--- src/rtl/bep_pkg.sv ---
// bep_pkg: shared definitions for the biphase-mark (BEP) encode/decode path.
//   - default word width and half-bit length, shared with the decode side
//   - encoder FSM state type
// Optional feature macro: BEP_PARITY_EN adds the PARITY state (even parity
// bit appended after the MSB).
package bep_pkg;

    localparam int unsigned BEP_DATA_WIDTH_DEF      = 8;
    localparam int unsigned BEP_HALF_BIT_CYCLES_DEF = 8;

    typedef enum logic [1:0] {
        IDLE,
        SEND
`ifdef BEP_PARITY_EN
        , PARITY
`endif
    } bep_state_e;

endpackage

--- src/rtl/bep_half_bit_timer.sv ---
// bep_half_bit_timer: half-bit period counter for the BEP encoder.
// Ports:
//   clock, reset_n  - rising-edge clock, synchronous active-low reset
//   restart         - clears the count and phase (word accepted this edge)
//   run             - count while high; held at zero otherwise
//   half_tick       - high in the last cycle of each half bit
//   phase           - 0 during the first half of a bit, 1 during the second
module bep_half_bit_timer
    import bep_pkg::*;
#(
    parameter int unsigned HALF_BIT_CYCLES = BEP_HALF_BIT_CYCLES_DEF
) (
    input  logic clock,
    input  logic reset_n,
    input  logic restart,
    input  logic run,
    output logic half_tick,
    output logic phase
);

    localparam int unsigned   CW       = (HALF_BIT_CYCLES > 1) ? $clog2(HALF_BIT_CYCLES) : 1;
    localparam logic [CW-1:0] CNT_LAST = CW'(HALF_BIT_CYCLES - 1);

    logic [CW-1:0] cnt_q, cnt_d;
    logic          phase_q, phase_d;

    assign half_tick = run && (cnt_q == CNT_LAST);
    assign phase     = phase_q;

    always_comb begin
        cnt_d   = cnt_q;
        phase_d = phase_q;
        if (restart || !run) begin
            cnt_d   = '0;
            phase_d = 1'b0;
        end else if (cnt_q == CNT_LAST) begin
            cnt_d   = '0;
            phase_d = ~phase_q;
        end else begin
            cnt_d = cnt_q + 1'b1;
        end
    end

    always_ff @(posedge clock) begin
        if (!reset_n) begin
            cnt_q   <= '0;
            phase_q <= 1'b0;
        end else begin
            cnt_q   <= cnt_d;
            phase_q <= phase_d;
        end
    end

endmodule

--- src/rtl/bep_encode.sv ---
// bep_encode: biphase-mark line encoder. Words taken over valid/ready are
// sent LSB first; the line toggles at every bit boundary and again mid-bit
// for each 1. The line holds its level when idle.
// Ports:
//   clock, reset_n - rising-edge clock, synchronous active-low reset
//   data_in        - word to send, sampled only on an accept edge
//   data_valid     - data_in is valid
//   data_ready     - encoder takes a word this cycle
//   line_out       - encoded line (registered)
//   busy           - frame in progress
// Optional feature macro: BEP_PARITY_EN appends an even-parity bit.
module bep_encode
    import bep_pkg::*;
#(
    parameter int unsigned DATA_WIDTH      = BEP_DATA_WIDTH_DEF,
    parameter int unsigned HALF_BIT_CYCLES = BEP_HALF_BIT_CYCLES_DEF
) (
    input  logic                  clock,
    input  logic                  reset_n,
    input  logic [DATA_WIDTH-1:0] data_in,
    input  logic                  data_valid,
    output logic                  data_ready,
    output logic                  line_out,
    output logic                  busy
);

    localparam int unsigned   BW       = $clog2(DATA_WIDTH + 1);
    localparam logic [BW-1:0] BIT_LAST = BW'(DATA_WIDTH - 1);

    bep_state_e            state_q, state_d;
    logic [DATA_WIDTH-1:0] shift_q, shift_d;
    logic [BW-1:0]         bit_cnt_q, bit_cnt_d;
    logic                  line_q, line_d;
    logic                  busy_q, busy_d;
    logic                  idle_q, idle_d;
`ifdef BEP_PARITY_EN
    logic                  parity_q, parity_d;
`endif

    logic half_tick, phase;
    logic accept, last_bit, cur_bit, final_cycle;

    bep_half_bit_timer #(
        .HALF_BIT_CYCLES(HALF_BIT_CYCLES)
    ) u_timer (
        .clock    (clock),
        .reset_n  (reset_n),
        .restart  (accept),
        .run      (busy_q),
        .half_tick(half_tick),
        .phase    (phase)
    );

`ifdef BEP_PARITY_EN
    assign last_bit = (state_q == PARITY);
    assign cur_bit  = (state_q == PARITY) ? parity_q : shift_q[0];
`else
    assign last_bit = (state_q == SEND) && (bit_cnt_q == BIT_LAST);
    assign cur_bit  = shift_q[0];
`endif

    // Final cycle of the frame's last half bit: ready here allows a gapless
    // back-to-back accept. idle_q keeps ready low while in reset.
    assign final_cycle = busy_q && half_tick && phase && last_bit;
    assign data_ready  = idle_q || final_cycle;
    assign accept      = data_valid && data_ready;

    assign line_out = line_q;
    assign busy     = busy_q;

    always_comb begin
        state_d   = state_q;
        shift_d   = shift_q;
        bit_cnt_d = bit_cnt_q;
        line_d    = line_q;
        busy_d    = busy_q;
`ifdef BEP_PARITY_EN
        parity_d  = parity_q;
`endif
        if (accept) begin
            // The accept edge itself carries the bit-0 boundary toggle.
            state_d   = SEND;
            shift_d   = data_in;
            bit_cnt_d = '0;
            line_d    = ~line_q;
            busy_d    = 1'b1;
`ifdef BEP_PARITY_EN
            parity_d  = ^data_in;
`endif
        end else if (busy_q && half_tick) begin
            if (!phase) begin
                if (cur_bit) begin
                    line_d = ~line_q;
                end
            end else if (last_bit) begin
                state_d = IDLE;
                busy_d  = 1'b0;
`ifdef BEP_PARITY_EN
            end else if (bit_cnt_q == BIT_LAST) begin
                state_d = PARITY;
                line_d  = ~line_q;
`endif
            end else begin
                bit_cnt_d = bit_cnt_q + 1'b1;
                shift_d   = shift_q >> 1;
                line_d    = ~line_q;
            end
        end
        idle_d = (state_d == IDLE);
    end

    always_ff @(posedge clock) begin
        if (!reset_n) begin
            state_q   <= IDLE;
            shift_q   <= '0;
            bit_cnt_q <= '0;
            line_q    <= 1'b0;
            busy_q    <= 1'b0;
            idle_q    <= 1'b0;
`ifdef BEP_PARITY_EN
            parity_q  <= 1'b0;
`endif
        end else begin
            state_q   <= state_d;
            shift_q   <= shift_d;
            bit_cnt_q <= bit_cnt_d;
            line_q    <= line_d;
            busy_q    <= busy_d;
            idle_q    <= idle_d;
`ifdef BEP_PARITY_EN
            parity_q  <= parity_d;
`endif
        end
    end

endmodule
--- config.mk ---
export PLATFORM = sky130hd
export DESIGN_NAME = bep_encode
export DESIGN_NICKNAME = d
export VERILOG_FILES = /design/src/rtl/bep_pkg.sv /design/src/rtl/bep_half_bit_timer.sv /design/src/rtl/bep_encode.sv
export SDC_FILE = /design/constraint.sdc
export NUM_CORES = 1
export LEC_CHECK = 0
export CORE_MARGIN = 4
export CORE_UTILIZATION = 45
export CTS_CLUSTER_SIZE = 16
export DETAILED_ROUTE_END_ITERATION = 10
export GPL_ROUTABILITY_DRIVEN = 0
export GPL_TIMING_DRIVEN = 0
export PLACE_DENSITY_LB_ADDON = 0.08
export SETUP_SLACK_MARGIN = 0.2
export SYNTH_ARGS = -nofsm -noshare
export SYNTH_HDL_FRONTEND = slang
export SYNTH_SLANG_ARGS = --single-unit
export TNS_END_PERCENT = 50
--- constraint.sdc ---
create_clock -name clock -period 1.95 [get_ports clock]
set_input_delay 0.39 -clock clock [delete_from_list [all_inputs] [get_ports clock]]
set_output_delay 0.39 -clock clock [all_outputs]
set_load 0.01 [all_outputs]
==> flow_metrics.tcl, run 1 <==
set metrics [dict create \
    arrival_ns 1.46 \
    drv_slew 0 \
    worst_ep_required_time_ns 1.56 \
    ff2ff_setup_slack_ns 0.32 \
    seq_area_um2 425 \
    stdcell_count 146 \
    worstSetupPathType "flop to primary output" \
    fillers 179 \
    finalPower_w 0.000768 \
    area_growth_pct 33.5 \
    cts_tree "yes" \
    die_y_um 54.0 \
    first_pass_iters 4 \
    drtAntennaViolNets 0 \
    antenna_found_initial 0 \
    yosysSeqAreaShare_pct 44.1 \
    vias 756 \
    io_pins 14 \
    final_cell_area_um2 1270 \
    layout_min_cycle_time_ns 1.85 \
    grt_pass1_vias 684 \
    clkSlewWorstSetupHoldPaths_ns 0.11 \
    rsz0062_at_grt "yes" \
    hpwlAfterDp_um 1300 \
    cts.sinks 21 \
    skew_ns 0.00159 \
    syn-cell-area_um2 953 \
    crit_path_end_kind "primary output" \
    slew-limit-headroom_pct 74.6 \
    setup_viol 0 \
    initialDrtViolationCount 4 \
    cts-root-buf "clkbuf_4" \
    drc 0 \
    wire_per_inst_um 12.4 \
    syn_nets 108 \
    multiInputGateArea_um2 548 \
    core-area_um2 1980 \
    track_usage_pct 14.5 \
    reg2reg_to "bit_cnt_q[2]" \
    yosysWarnings 0 \
    grt_pass1_wl_um 2990 \
    syn_avg_cell_area_um2 10.1 \
    n_antenna_cell 0 \
    htreeDepth 1 \
    dpl-instance-area_um2 1120 \
    holdPathStages 1 \
    period_share_pct 94.9 \
    ir_drop_v 0.000418 \
    postCtsHoldBufs 0 \
    final.setup.tns_ns 0 \
    r2r_cells 7 \
    vias_per_cell 5.18 \
    fin_util_pct 64.2 \
    port_buffers 13 \
    cts_buffer_depth 2 \
    fmax_mhz 541 \
    final_nets 134 \
    grt_overflow 0 \
    rr_startpoint "u_timer.cnt_q[0]" \
    fp.dieW_um 54.0 \
    p_leak_nw 0.480 \
    clk_latency_ns 0.29 \
    ys_seq_elements 21 \
    route.final.wire_length_um 1810 \
    tightest_slew_ns 0.380 \
    crit_fanout 2 \
    dpl.cell_count 134 \
    numCtsBuffers 3 \
    power_density_nw_per_um2 604 \
    grt_max_degree 13 \
    drive_gt1_share_pct 26.1 \
    synthDistinctLibCells 31 \
    finalHoldViolations 0 \
    holdPathEnd "idle_q" \
    maxCapViolations 0 \
    status "finished, final reports clean" \
    start_util_pct 48.1 \
    num_rows 16 \
    worst_setup_path_start_kind "flop" \
    min_from "state_q[1]" \
    synthCells 94 \
    min_path_type "flop to flop" \
    dieArea_um2 2920 \
]
[critical path, stage by stage (launching register included)]
cell     delay [ns]
dfxtp_2        0.35
ha_4           0.16
ha_4           0.15
and3_4         0.17
a31oi_4        0.15
inv_2          0.06
buf_6          0.12
[report_power, final]
part / switching (W) / internal [W]
registers: 0.0000132 / 0.000448
logic: 0.0000458 / 0.0000582
clock network: 0.000127 / 0.0000763
[flip-flops by register name, indices dropped and copies added (netlist names)]
signal,cells
bit_cnt_q,4
busy,1
idle_q,1
line_out,1
shift_q,8
state_q,2
u_timer.cnt_q,3
u_timer.phase,1
[worst max-delay path by stage]
stage / start / endpoint / cells past startpoint
2_1_floorplan: u_timer.cnt_q[0] / shift_q[7] / 8
3_3_place_gp: u_timer.cnt_q[0] / data_ready / 6
3_5_place_dp: u_timer.cnt_q[0] / data_ready / 6
4_1_cts: u_timer.cnt_q[0] / data_ready / 6
5_1_grt: u_timer.cnt_q[0] / data_ready / 6
6_report: u_timer.cnt_q[0] / data_ready / 6
[placed cells by master, fill, tap and decap left out, drive strengths merged]
master,synthesis,final
a21boi,2,2
nor3b,2,2
a21o,1,1
nand2,8,8
ha,3,3
buf,2,11
mux2,1,1
xnor2,2,2
dfxtp,21,21
mux2i,8,8
and3b,1,1
nor2b,1,1
o21a,1,1
clkbuf,1,4
xor2,1,1
nor2,5,5
a21oi,11,11
o31ai,7,7
o21ai,3,3
clkdlybuf4s50,0,12
and2b,1,1
nand3,3,3
and3,3,3
inv,1,1
a32oi,1,1
clkinv,1,2
a211oi,1,1
a31oi,1,1
a311oi,1,1
[cell families (layout without fill, tap and decap cells)]
| family | Yosys count | after routing | share of synthesized area (%) |
|---|---|---|---|
| mux | 9 | 9 | 9.58 |
| compound gates | 29 | 29 | 23.2 |
| xor+xnor | 3 | 3 | 2.76 |
| fa+ha+maj | 3 | 3 | 3.94 |
| simple gates | 24 | 24 | 12.9 |
| flops | 21 | 21 | 44.1 |
| buf+inv | 5 | 30 | 3.54 |
[through the flow]
stage	setup slack [ns]	hold slack, ns
2_1_floorplan	0.216	0.405
3_3_place_gp	-0.322	0.418
3_5_place_dp	-0.324	0.438
4_1_cts	0.0369	0.472
5_1_grt	0.0276	0.472
6_report	0.100	0.464
[what timing repair did]
item	in CTS	in global routing
pin swaps	3	1
setup endpoints to repair	15	12
buffers inserted	6	2
gates resized for setup	13	5
[area by class of cell]
class	count	area share, %
clock buffers	3	1.77
repair buffers	21	16.0
inverters	2	0.590
multi-input cells	68	43.1
flip-flops and latches	21	33.4
well taps	27	2.65
clock inverters	1	0.393
plain buffers	3	2.06
[synth_stat cells]
cell      number  area [µm²]
a21boi_0       2        15.0
inv_2          1        3.75
xnor2_1        2        17.5
a21o_1         1        7.51
and2b_1        1        7.51
nand2_2        1        6.26
ha_1           3        37.5
nand3_1        3        15.0
mux2_2         1        11.3
o21ai_0        2        10.0
and3b_1        1        8.76
nand2_1        7        26.3
a32oi_1        1        8.76
a311oi_1       1        8.76
o21a_1         1        7.51
clkbuf_1       1        3.75
nor3b_1        2        15.0
dfxtp_1       21         420
a21oi_1       10        50.1
o21ai_4        1        16.3
a31oi_4        1        21.3
clkinv_1       1        3.75
nor2_1         5        18.8
buf_6          2        22.5
mux2i_1        8        80.1
a211oi_1       1        7.51
o31ai_1        7        52.6
nor2b_1        1        6.26
xor2_1         1        8.76
a21oi_4        1        16.3
and3_1         3        18.8
[layer usage]
layer  vias to the layer above  global-route usage [%]  part of all wire [%]
li1                        396                       -                     -
met5                         -                       0                     0
met2                         9                    25.4                    52
met3                         2                    2.49                   3.4
met4                         0                    7.47                  0.72
met1                       349                    16.7                    44
No activity file was read; power rests on OpenSTA's default activity.
==> inputs of run 2 (changes only) <==
HOLD_SLACK_MARGIN = 0.02   (was default)
==> results of run 2 <==
Final layout, timing and power as in run 1 (identical DEF).
==> inputs of run 3 (changes only) <==
SYNTH_HIERARCHICAL = 1   (was default)
==> flow_metrics.tcl, run 3 <==
set metrics [dict create \
    status "complete, but fails checks" \
    violations "setup timing" \
    p_leak_nw 0.545 \
    largest_register "shift_q" \
    core-area_um2 2000 \
    synthDistinctLibCells 33 \
    first_pass_iters 4 \
    grt_overflow 0 \
    numCtsBuffers 3 \
    num_rows 16 \
    grt_max_degree 12 \
    worstSetupPathType "flop to primary output" \
    syn-cell-area_um2 962 \
    die_y_um 54.2 \
    synthCells 93 \
    synth_area_leaders "dfxtp_1 (44%), mux2i_1 (9.4%), o31ai_1 (5.5%)" \
    area_growth_pct 45.4 \
    drtAntennaViolNets 0 \
    ys_seq_elements 21 \
    syn_nets 107 \
    fin_ws_ns -0.0639 \
    rsz0062_at_grt "yes" \
    route.final.wire_length_um 2220 \
    synth_top_family_by_area "simple AND/OR/NAND/NOR gates" \
    cts-root-buf "clkbuf_4" \
    vias 808 \
    port_buffers 13 \
    final.setup.tns_ns -0.106 \
    final_cell_area_um2 1400 \
    min_path_type "flop to flop" \
    antenna_found_initial 0 \
    synth_edf_count 0 \
    maxCapViolations 0 \
    synth_xor_xnor_area_share_pct 2.73 \
    start_util_pct 48.1 \
    hpwlAfterDp_um 1310 \
    clkSlewWorstSetupHoldPaths_ns 0.11 \
    final_common_cell "dfxtp_1" \
    setup_viol 4 \
    initialDrtViolationCount 10 \
    synth_adder_area_share_pct 3.90 \
    drc 0 \
    grt_pass1_vias 739 \
    cts.sinks 21 \
    power_density_nw_per_um2 580 \
    crit_path_end_kind "primary output" \
    yosysTopAreaCellShare_pct 43.7 \
    ff2ff_setup_slack_ns -0.02 \
    syn_avg_cell_area_um2 10.3 \
    synth_common_cells "dfxtp_1 (21), a21oi_1 (10), mux2i_1 (9)" \
    ir_drop_v 0.000434 \
    cpPeakStageDelay_ns 0.35 \
    n_antenna_cell 0 \
    yosysMostFrequentCell "dfxtp_1" \
    synth_top_cell_by_area "dfxtp_1" \
    crit_chain "ha_4, ha_4, and2_4, and3_4, a31oi_4, inv_1, buf_2" \
    synth-simple-area-share_pct 17.4 \
    top_regs "shift_q x8, bit_cnt_q x4, u_timer/cnt_q x3" \
    io_pins 14 \
    synth_compound_area_share_pct 17.3 \
    most-common-layout-cells "dfxtp_1 (18), clkdlybuf4s50_1 (12), buf_4 (11), o31ai_1 (7)" \
    drv_slew 0 \
    crit_fanout 2 \
    vias_per_cell 5.28 \
    yosysSeqAreaShare_pct 43.7 \
    cts_tree "yes" \
    largest_reg_flops 8 \
    tightest_slew_ns 0.425 \
    clk_latency_ns 0.31 \
    yosysWarnings 6 \
    muxShareOfSynthArea_pct 10.9 \
    path_buf_inv 2 \
    crit_slowest_cell "dfxtp_2" \
    track_usage_pct 16.6 \
    slew-limit-headroom_pct 71.6 \
    cts_buffer_depth 2 \
    worst_setup_path_start_kind "flop" \
    worst_ep_required_time_ns 1.56 \
    finalHoldViolations 0 \
    drive_gt1_share_pct 38.9 \
    final_nets 141 \
    layout_min_cycle_time_ns 2.01 \
    arrival_ns 1.62 \
    htreeDepth 1 \
    dieArea_um2 2940 \
    period_share_pct 103 \
    synth_ff_type "dfxtp_1" \
    wire_per_inst_um 14.5 \
    skew_ns 0.000722 \
    fmax_mhz 497 \
    crit_family "flip-flops" \
    cp_common_cell "ha_4" \
    fp.dieW_um 54.2 \
    dpl-instance-area_um2 1160 \
    synthArstFlopShare_pct 0 \
    grt_pass1_wl_um 3430 \
]
[run 3: cell types whose count changed in the layout (fill, tap and decap cells not counted), sizes merged, moves of 2 or more]
cell,before,now
buf,11,20
and4bb,0,2
clkinv,2,0
and2,0,3
nand2,8,3
nor2,5,3
inv,1,3
[run 3: metal layers]
metal	GRT usage [%]	part of all wire, %
met5	0	0
met2	24.1	46
met4	10.4	2.8
met3	2.72	3.7
met1	22.8	47
[run 3: timing repair]
action                     4_1_cts  5_1_grt
resized for setup               12       17
gates cloned                     1        1
buffers inserted                 8        6
setup endpoints to repair       21       23
pin swaps                        4        6
hold buffers                     0        0
[run 3: path summary, 6_finish.rpt]
path | from | endpoint | cells past startpoint
worst max-delay path | u_timer/cnt_q[0] | data_ready | 7
worst max register to register | u_timer/cnt_q[0] | u_timer/cnt_q[0] | 11
worst min register to register | state_q[1] | idle_q | 1
worst min-delay path | state_q[1] | idle_q | 1
[run 3: worst reg2reg max path, stage by stage (launching register included)]
cell      delay (ns)
dfxtp_2         0.35
ha_4            0.16
ha_4            0.16
and2_4          0.13
and3_4          0.18
a31oi_4         0.16
buf_6           0.13
nand2b_4        0.12
buf_6           0.11
inv_4           0.03
and4bb_1        0.27
nor2b_2         0.13
[run 3: logic make-up after synthesis]
group	count (synthesis)
buffers and inverters	7
muxes	10
DFF	21
adders and majority gates	3
and+or+nand+nor	25
AOI/OAI and AO/OA	24
xor gates and xnor gates	3
[run 3: cell type report]
class | count | area (µm²)
Inverter | 3 | 13.8
Timing Repair Buffer | 29 | 258
Fill cell | 158 | 603
Tap cell | 27 | 33.8
Clock buffer | 4 | 26.3
Buffer | 4 | 31.3
Sequential cell | 21 | 424
Multi-Input combinational cell | 65 | 612
[run 3: report_power, final]
part | switching, W | internal (W) | leakage, nW | total [W]
clock network | 0.000131 | 0.0000800 | 0.0150 | 0.000211
logic | 0.0000571 | 0.0000776 | 0.357 | 0.000135
registers | 0.0000178 | 0.000449 | 0.173 | 0.000466
total | 0.000206 | 0.000606 | 0.545 | 0.000812
[run 3: per-stage QoR]
step | hold WS [ns] | utilization, % | worst slack (ns) | total power [W] | std cells
floorplan | 0.405 | - | 0.0170 | 0.000523 | 93
global placement | 0.416 | 58.1 | -0.228 | 0.000567 | 133
detailed placement | 0.421 | 58.1 | -0.260 | 0.000569 | 133
CTS | 0.452 | 63.9 | -0.131 | 0.000803 | 146
global route | 0.482 | 69.9 | -0.141 | 0.000856 | 153
finish | 0.457 | 69.9 | -0.0639 | 0.000812 | 153
